### src/rtl/vend_param.sv
`default_nettype none
// +-----------------------------------------------------------------------------------+
// | vend_param : parametrised coin-operated vending controller with change/refund     |
// | Rev 1.0                                                                           |
// +-----------------------------------------------------------------------------------+
module vend_param #(
    parameter int PRICE      = 3,
    parameter int CREDIT_W   = 4,
    parameter int MAX_CREDIT = 15,
    parameter int CHANGE_EN  = 1
) (
    input  logic                CLK,
    input  logic                Reset,
    input  logic                Nickel,
    input  logic                Dime,
    input  logic                Quarter,
    input  logic                CoinReturn,
    output logic                Dispense,
    output logic                ChangeNickel,
    output logic                CoinReject,
    output logic [CREDIT_W-1:0] Credit,
    output logic [2:0]          State
);

    typedef enum logic [2:0] {
        ST_IDLE   = 3'b000,
        ST_CREDIT = 3'b001,
        ST_VEND   = 3'b011,
        ST_CHANGE = 3'b010,
        ST_REFUND = 3'b101
    } state_t;

    state_t                state;
    state_t                state_nxt;
    logic [CREDIT_W-1:0]   credit_nxt;
    logic                  reject_nxt;
    logic [1:0]            coin_cnt;
    logic                  any_coin;
    logic [CREDIT_W:0]     coin_val;
    logic [CREDIT_W:0]     sum;
    logic [CREDIT_W-1:0]   remainder;

    assign coin_cnt  = {1'b0, Nickel} + {1'b0, Dime} + {1'b0, Quarter};
    assign any_coin  = Nickel | Dime | Quarter;
    assign coin_val  = Nickel ? (CREDIT_W+1)'(1) :
                       Dime   ? (CREDIT_W+1)'(2) :
                       Quarter? (CREDIT_W+1)'(5) : '0;
    // One extra bit so the overflow check against MAX_CREDIT cannot wrap
    assign sum       = {1'b0, Credit} + coin_val;
    assign remainder = Credit - CREDIT_W'(PRICE);

    always_comb begin
        state_nxt  = state;
        credit_nxt = Credit;
        reject_nxt = 1'b0;
        case (state)
            ST_IDLE, ST_CREDIT: begin
                if (state == ST_CREDIT && CoinReturn) begin
                    state_nxt  = ST_REFUND;
                    reject_nxt = any_coin;
                end else if (any_coin) begin
                    if (coin_cnt == 2'd1 && sum <= (CREDIT_W+1)'(MAX_CREDIT)) begin
                        credit_nxt = sum[CREDIT_W-1:0];
                        state_nxt  = (sum >= (CREDIT_W+1)'(PRICE)) ? ST_VEND : ST_CREDIT;
                    end else begin
                        reject_nxt = 1'b1;
                    end
                end
            end
            ST_VEND: begin
                reject_nxt = any_coin;
                credit_nxt = remainder;
                if (remainder == '0)
                    state_nxt = ST_IDLE;
                else if (CHANGE_EN != 0)
                    state_nxt = ST_CHANGE;
                else if (remainder >= CREDIT_W'(PRICE))
                    state_nxt = ST_VEND;
                else
                    state_nxt = ST_CREDIT;
            end
            ST_CHANGE, ST_REFUND: begin
                reject_nxt = any_coin;
                if (Credit <= CREDIT_W'(1)) begin
                    credit_nxt = '0;
                    state_nxt  = ST_IDLE;
                end else begin
                    credit_nxt = Credit - CREDIT_W'(1);
                end
            end
            default: begin
                state_nxt  = ST_IDLE;
                credit_nxt = '0;
            end
        endcase
    end

    // Strobes are decoded from the next state so they line up with the state they belong to
    always_ff @(posedge CLK) begin
        if (!Reset) begin
            state        <= ST_IDLE;
            Credit       <= '0;
            Dispense     <= 1'b0;
            ChangeNickel <= 1'b0;
            CoinReject   <= 1'b0;
        end else begin
            state        <= state_nxt;
            Credit       <= credit_nxt;
            Dispense     <= (state_nxt == ST_VEND);
            ChangeNickel <= (state_nxt == ST_CHANGE) || (state_nxt == ST_REFUND);
            CoinReject   <= reject_nxt;
        end
    end

    assign State = state;

endmodule
`default_nettype wire
### config.mk
export PLATFORM = sky130hd
export DESIGN_NAME = vend_param
export DESIGN_NICKNAME = d
export VERILOG_FILES = /design/src/rtl/vend_param.sv
export SDC_FILE = /design/constraint.sdc
export NUM_CORES = 1
export LEC_CHECK = 0
export ABC_AREA = 1
export ABC_CLOCK_PERIOD_IN_PS = 2980
export CELL_PAD_IN_SITES_DETAIL_PLACEMENT = 1
export CELL_PAD_IN_SITES_GLOBAL_PLACEMENT = 2
export CORE_ASPECT_RATIO = 0.75
export CORE_UTILIZATION = 28
export DETAILED_ROUTE_END_ITERATION = 10
export PLACE_DENSITY_LB_ADDON = 0.1
export SLEW_MARGIN = 40
export SYNTH_ARGS = -nofsm -noshare
export SYNTH_HDL_FRONTEND = slang
export SYNTH_SLANG_ARGS = --single-unit
### constraint.sdc
create_clock -name CLK -period 2.98 [get_ports CLK]
set_input_delay 0.745 -clock CLK [delete_from_list [all_inputs] [get_ports CLK]]
set_output_delay 0.745 -clock CLK [all_outputs]
set_load 0.02 [all_outputs]
### Yosys cells after proc, flatten, opt, wreduce, memory -nomap -nowiden

Index checks and enable logic that the tools add are counted.

| storage, ports and cells | value |
|---|---|
| flip-flop bits (word level) | 10 |
| input port bits | 6 |
| output and inout port bits | 10 |
| word-level logic and storage cells | 54 |

| cells by class | value |
|---|---|
| add/subtract/negate cells | 5 |
| magnitude comparators | 3 |
| equality and inequality tests | 11 |
| muxes and demuxes | 19 |
| bitwise logic cells | 2 |
| reduce and logical (&&, ||, !) cells | 9 |

Operator list:

| operator | count |
|---|---|
| $mux W3 | 7 |
| $mux W4 | 4 |
| $eq A3 B2 Y1 const B | 4 |
| $pmux W4 S3 | 1 |
| $pmux W3 S3 | 1 |
| $eq A3 B3 Y1 const B | 2 |
| $ne A2 B2 Y1 const B | 3 |
| $add A4 B3 Y5 | 1 |
| $ge A5 B2 Y1 const B | 1 |
| $le A5 B4 Y1 const B | 1 |
| $le A4 B1 Y1 const B | 1 |
| $logic_not A4 Y1 | 1 |
| $mux W2 | 2 |
| $reduce_or A2 Y1 | 2 |
| $sub A4 B1 Y4 const B | 1 |
| $sub A4 B2 Y4 const B | 1 |
| $eq A3 B1 Y1 const B | 1 |
| $logic_not A3 Y1 | 1 |
| $mux W1 | 3 |
| $reduce_and A3 Y1 | 1 |
| $reduce_or A3 Y1 | 1 |
| $add A1 B1 Y2 | 1 |
| $add A2 B1 Y2 | 1 |
| $eq A2 B1 Y1 const B | 1 |
| other kinds (4) | 6 |

### Logic depth before layout (Yosys ltp)

Gate-level depths: netlist of the first run.

| logic depth | value |
|---|---|
| depth after elaboration | 12 |
| mapped depth | 11 |
| mapped depth without buffers | 11 |

### Worst setup path after synthesis of the first run

Ideal clock, no wire load.

| timing | value |
|---|---|
| path kind | input -> register |
| start point | input port Quarter |
| end point | register Credit[3] |
| setup time | 0.066 ns |
| arrival time | 2.111 ns |
| required time | 2.914 ns |
| slack | 0.803 ns |
| cell stages on the path | 11 |
| path buffers | 0 |
| path through | inv_1 o21ai_0 ha_1 fa_1 nand3_1 nand4_1 nand2_1 nand2_2 inv_1 nand2_1 a21oi_2 |

| between the ends | value |
|---|---|
| word-level cells in the longest chain between the ends | 8 |
| elaborated cells between the ends (all ways) | 16 |
| those cells by class | add/sub: 2; order compare: 1; eq/ne: 3; mux: 7; bitwise: 1; reduce/logical: 2 |

Ends and longest elaborated chain:

| element | line | text |
|---|---|---|
| start, declared | 16 | `input logic Quarter,` |
| $mux W3 | 47 | `Quarter? (CREDIT_W+1)'(5) : '0;` |
| $mux W3 | 46 | `Dime ? (CREDIT_W+1)'(2) :` |
| $mux W3 | 45 | `assign coin_val = Nickel ? (CREDIT_W+1)'(1) :` |
| $add A4 B3 Y5 | 49 | `assign sum = {1'b0, Credit} + coin_val;` |
| $le A5 B4 Y1 or $mux W4 (tied branches) | 62 | `if (coin_cnt == 2'd1 && sum <= (CREDIT_W+1)'(MAX_CREDIT)) begin` |
| $logic_and A1 B1 Y1 or $mux W4 (tied branches) | 62, 61 |  |
| $ne A2 B2 Y1 (no line) or $mux W4 (tied branches) | - |  |
| $reduce_and A3 Y1 (no line) or $pmux W4 S3 (tied branches) | - |  |
| end signal, assigned | 108 | `Credit <= credit_nxt;` |
| end, declared | 21 | `output logic [CREDIT_W-1:0] Credit,` |

Parallel ways exist; a longest one is shown, timed or not. The select of a mux whose other input is x is not followed.
A chain may end at the register's enable or synchronous reset.

### Final worst setup path of the first run

| timing | value |
|---|---|
| start point | input port Dime |
| end point | register Credit[0] |

| between the ends | value |
|---|---|
| word-level cells in the longest chain between the ends | 7 |
| elaborated cells between the ends (all ways) | 17 |
| those cells by class | add/sub: 3; order compare: 1; eq/ne: 3; mux: 6; bitwise: 2; reduce/logical: 2 |

Ends and longest elaborated chain:

| element | line | text |
|---|---|---|
| start, declared | 15 | `input logic Dime,` |
| $mux W3 | 46 |  |
| $mux W3 | 45 |  |
| $add A4 B3 Y5 | 49 |  |
| $le A5 B4 Y1 or $mux W4 (tied branches) | 62 |  |
| $logic_and A1 B1 Y1 or $mux W4 (tied branches) | 62, 61 |  |
| $ne A2 B2 Y1 (no line) or $mux W4 (tied branches) | - |  |
| $reduce_and A3 Y1 (no line) or $pmux W4 S3 (tied branches) | - |  |

Parallel ways exist; a longest one is shown, timed or not. The select of a mux whose other input is x is not followed.

==> impl_metrics.toml, run 1 <==
[run_status]
status = "finished clean"

[clock_network]
clk_latency_ns = 0.24
post_cts_buffers = 0
numCtsBuffers = 3
path_clk_slew_ns = 0.05
clock-sinks = 10
ctsHoldBuffers = 0
cts_buffer_depth = 2
cts_tree = "built"
ctsResizeCount = 0
cts_root_buf = "clkbuf_8"
cts_htree_levels = 1

[pwr]
p_leak_uw = 0.0005026
p_sw_share_pct = 37.67
vdd_drop_max_mv = 0.1633
p_comb_share_pct = 38.5
p_seq_share_pct = 30.5
intPower_uw = 350.9
pwr-share-clk_pct = 31.0
power.density_nw_per_um2 = 516.6
p_sw_uw = 212.1
finalPower_uw = 563.0

[route]
met3_length_um = 103
drt-initial-drc-count = 31
vias_per_cell = 4.769
firstDrtPassIters = 4
ant_nets = 0
vias = 887
drt-total-wl_mm = 2.401
drc = 0
wl_met2_um = 984
wl_met1_mm = 1.298
maxUsedRoutingLayer = "met4"
routedWlPerCell_um = 12.91

[sta]
setup_tns_ns = 0
finalSetupViolations = 0
final.period_utilization_pct = 88.15
finalMaxSlewViolations = 0
rsz0062_at_grt = "false"
relSlewSlack_pct = 74.33
max_freq_mhz = 380.7
tightest_slew_ns = 0.3811
fin_skew_ns = 0.0009493
hold_viol_final = 0
min_period_ns = 2.627

[worst_setup_path]
slowest_stage = "clkdlybuf4s50_1"
crit_buf_inv = 2
path_max_fanout = 5
start_kind = "input pin"
worstRegToRegCells = 9
r2r_end = "Credit[0]"
required_ns = 3.15
arrival_ns = 2.80
worst-setup-path-type = "input pin to register"
cp_top_family = "buffers and inverters"
r2r_slack_ns = 1.08
critPathMaxStageDelay_ns = 0.54
crit_top_cell = "nand2_1"
endpoint_kind = "register"
cp_cell_sequence = "clkdlybuf4s50_1, o21ai_0, ha_1, fa_1, nand3_1, nand4_1, nand2_1, nand2_2, inv_1, nand2_1, a21oi_1"
worstReg2RegStart = "Credit[0]"

[floorplan]
dieArea_um2 = 3196
num_io_pins = 16
rows = 16
die_w_um = 64.95
fp.dieH_um = 49.21
core-area_um2 = 2723
initial_utilization_pct = 30.56

[synth]
avgSynthCellArea_um2 = 6.400
synth_cell_types = 19
netlist_area_um2 = 832.0
syn_inst = 130
synth_nets = 144
synth-seq-cells = 10
ys_warn_count = 0
ys_seq_area_share_pct = 24.06

[grt]
grt_overflow_total = 0
grt_max_degree = 9
track_usage_pct = 17.19
antenna_found_initial = 0
grt_pass1_wl_mm = 4.071
grt_pass1_vias = 846

[place]
gp_congestion = 0.7824
io_buffers = 15
dp_hpwl_mm = 1.987

[min_path]
hold_depth = 2
min_to = "Credit[2]"
min_from = "Credit[2]"
hp-class = "register to register"

[layout]
seqCellArea_um2 = 200.2
syn2layout_area_growth_pct = 30.98
n_antenna_cell = 0
drive_gt1_share_pct = 10.67
final_cell_mix = "nand2_1 (42), nand3_1 (17), clkdlybuf4s50_1 (15)"
multi_input_area_um2 = 568.0
nNetsFinal = 165
final_common_cell = "nand2_1"
fillCellCount = 355

[flow_run]
maxCapViolCount = 0
routing by layer:
metal  GRT usage, %  vias up
met5              0        -
met4          2.222        0
met3          4.907        2
met2          23.44       19
met1          26.54      412
li1               -      454
cells in the mapped netlist, drive strengths merged:
master   n  area (um^2)
dfxtp   10        200.2
nand2   44        170.2
nand4    1        6.260
nor3     3        26.28
nand3   18        95.09
fa       2        40.04
o21ai    3        15.01
xor2     2        17.52
ha       6        75.07
or2      1        6.260
nor2    14        67.56
a21oi    9        48.80
inv     17        63.81
kinds of logic after synthesis:
kind of cell,synth area share [%]
buffers and inverters,7.669
AND/OR/NAND/NOR,44.66
XOR/XNOR,2.106
flip-flops,24.06
adder cells (fa/ha/maj),13.83
AO/OA/AOI/OAI,7.669
flip-flops by register name (all words and copies together) (netlist names):
name          cells
State             3
CoinReject        1
Credit            4
Dispense          1
ChangeNickel      1
worst register-to-register path, stage by stage, from the launching register on:
cell and delay, ns:
dfxtp_1 0.40, ha_1 0.28, fa_1 0.40, nand3_1 0.12, nand4_1 0.15, nand2_1 0.11
nand2_2 0.08, inv_1 0.11, nand2_1 0.07, a21oi_1 0.12
cell type report:
class                           count  share of cell area [%]
Multi-Input combinational cell    103                   52.12
Sequential cell                    10                   18.37
Timing Repair Buffer               16                   14.47
Inverter                           17                   5.855
Clock buffer                        4                   5.052
Tap cell                           36                   4.133
metrics by stage:
| step | util (%) | cells | setup slack [ns] | hold WS, ns | cell area [um^2] |
|---|---|---|---|---|---|
| final | 40.03 | 186 | 0.3530 | 0.5861 | 1090 |
| after global routing | 40.03 | 186 | 0.1443 | 0.6381 | 1090 |
| after CTS | 40.03 | 186 | 0.3380 | 0.6087 | 1090 |
| after detailed placement | 38.01 | 182 | 0.1019 | 0.6009 | 1035 |
| after global placement | 38.01 | 182 | 0.1413 | 0.5873 | 1035 |
| after floorplan | - | 130 | 0.8027 | 0.5978 | 832.0 |
how the worst max path moves through the flow:
stage | endpoint | from | depth (start not counted)
finish | Credit[0] | Dime | 11
detailed placement | Credit[3] | Dime | 11
global route | Credit[2] | Dime | 11
global placement | Credit[0] | Dime | 11
CTS | Credit[2] | Dime | 11
floorplan | Credit[3] | Quarter | 11
power groups by stage:
stage	clock (uW)	combinational, uW	sequential [uW]
after floorplan	0	131	184
after global placement	0	215	175
after detailed placement	0	218	175
after CTS	177	219	172
after global routing	184	246	174
final	175	217	172
Note: power is estimated with default switching activity, not from simulation.
==> run 2: changes to the inputs <==
- CELL_PAD_IN_SITES_DETAIL_PLACEMENT: 1 -> 0
- CELL_PAD_IN_SITES_GLOBAL_PLACEMENT: 2 -> 1
- CORE_UTILIZATION: 28 -> 37
==> run 2 against run 1 <==
Against the previous run: the run now ends with DRC left; cell count decreased by 7.0%; register-to-register slack about the same; setup slack improved by 0.024 ns; non-clock buffer count decreased by 1; wire length decreased by 19%; largest power group unchanged; sequential share of layout area increased by 0.72 points; clock power decreased by 30%; critical endpoint is now Credit[2]; power decreased by 10%; die area decreased by 24%; first-iteration DRC count increased by 13%; fmax increased by 0.92%; clock skew about the same.
==> impl_metrics.toml, run 2 (synthesis gave the netlist of run 1 again) <==
[route]
routedWlPerCell_um = 11.21
vias_per_cell = 4.925
vias = 852
drt-initial-drc-count = 35
ant_nets = 0
firstDrtPassIters = 7
drc = 2
drt-total-wl_mm = 1.939

[place]
place_ws_ns = 0.1082
io_buffers = 15
gp_congestion = 0.8538
dp_hpwl_mm = 1.572
place_area_um2 = 1012

[min_path]
min_from = "Credit[2]"
hp-class = "register to register"

[clock_network]
cts_root_buf = "clkbuf_4"
post_cts_buffers = 0
cts_buffer_depth = 2
numCtsBuffers = 3
ctsResizeCount = 0
clk_latency_ns = 0.27
cts_htree_levels = 1
clock-sinks = 10
ctsHoldBuffers = 0
cts_tree = "built"
path_clk_slew_ns = 0.07

[floorplan]
num_io_pins = 16
core-area_um2 = 2067
initial_utilization_pct = 40.25
dieArea_um2 = 2444
die_w_um = 56.76
fp.dieH_um = 43.07
rows = 14

[pwr]
power.density_nw_per_um2 = 481.0
p_leak_uw = 0.0004901
vdd_drop_max_mv = 0.2184

[worst_setup_path]
required_ns = 3.18
crit_start = "Nickel"
worst-setup-path-type = "input pin to register"
critPathMaxStageDelay_ns = 0.48
cp_cell_sequence = "clkdlybuf4s50_1, inv_1, o21ai_0, ha_1, fa_1, nand3_1, nand4_1, nand2_1, nand2_2, inv_1, nand2_1, a21oi_1"
endpoint_kind = "register"
slowest_stage = "clkdlybuf4s50_1"
worstReg2RegStart = "Credit[0]"
path_max_fanout = 5
arrival_ns = 2.81
start_kind = "input pin"

[grt]
track_usage_pct = 18.11
grt_use_met3_pct = 4.878
grt.met1_usage_pct = 26.30
grt_pass1_vias = 764
antenna_found_initial = 0
grt_pass1_wl_mm = 3.401
grt_overflow_total = 0
grt-busiest-layer = "met2"
grt_max_degree = 9
use_met2_pct = 27.86

[sta]
setup_tns_ns = 0
finalSetupViolations = 0
final.period_utilization_pct = 87.35
setup_ws_ns = 0.3769
min_period_ns = 2.603
hold_viol_final = 0
fin_skew_ns = 0.001434
max_freq_mhz = 384.2
finalMaxSlewViolations = 0
relSlewSlack_pct = 72.62
rsz0062_at_grt = "false"
tightest_slew_ns = 0.4064

[layout]
syn2layout_area_growth_pct = 26.02
largest-register = "Credit"
drive_gt1_share_pct = 10.07
final_common_cell = "nand2_1"
final_cell_mix = "nand2_1 (42), nand3_1 (17), clkdlybuf4s50_1 (15)"
largest_reg_flops = 4
finalInstanceArea_um2 = 1049
nNetsFinal = 164
fillCellCount = 221
n_antenna_cell = 0

[run_status]
status = "complete, but fails checks"
violations = "DRC"

[flow_run]
maxCapViolCount = 0
## run 2: layout make-up
class,instances,area [um^2],area share [%]
tap,24,30.03,2.864
timing repair buffer,15,150.1,14.32
multi-input combinational,103,568.0,54.18
inverter,17,63.81,6.086
clock buffer,4,36.28,3.461
sequential,10,200.2,19.09
## run 2: path summary, 6_finish.rpt
path	to	slack [ns]	depth (start not counted)
max	Credit[2]	0.38	12
min	Credit[2]	0.59	2
max reg2reg	Credit[2]	1.07	9
min reg2reg	Credit[2]	0.59	2
## run 2: stage by stage
stage,std cells,hold WS [ns],power [uW],util (%)
2_1_floorplan,130,0.5978,314.7,-
3_3_place_gp,169,0.5992,382.5,48.97
3_5_place_dp,169,0.5787,382.9,48.97
4_1_cts,173,0.5926,505.1,50.73
5_1_grt,173,0.6301,540.7,50.73
6_report,173,0.5855,504.3,50.73
## run 2: critical path: cells and delay by family
kind	cells	cell delay [ns]
compound gates	2	0.20
fa+ha+maj	2	0.62
buf+inv	3	0.69
simple gates	5	0.53
## run 2: metal layers
metal,vias up,share of wire (%)
met5,-,0
met2,23,42
met1,373,54
met4,0,0
met3,0,4.5
li1,456,-
## run 2: power by group
| part | switching (uW) | internal (uW) | leakage (uW) |
|---|---|---|---|
| Clock | 49.1 | 74.3 | 0.0000210 |
| Sequential | 22.3 | 147 | 0.0000816 |
| Combinational | 126 | 85.1 | 0.000388 |
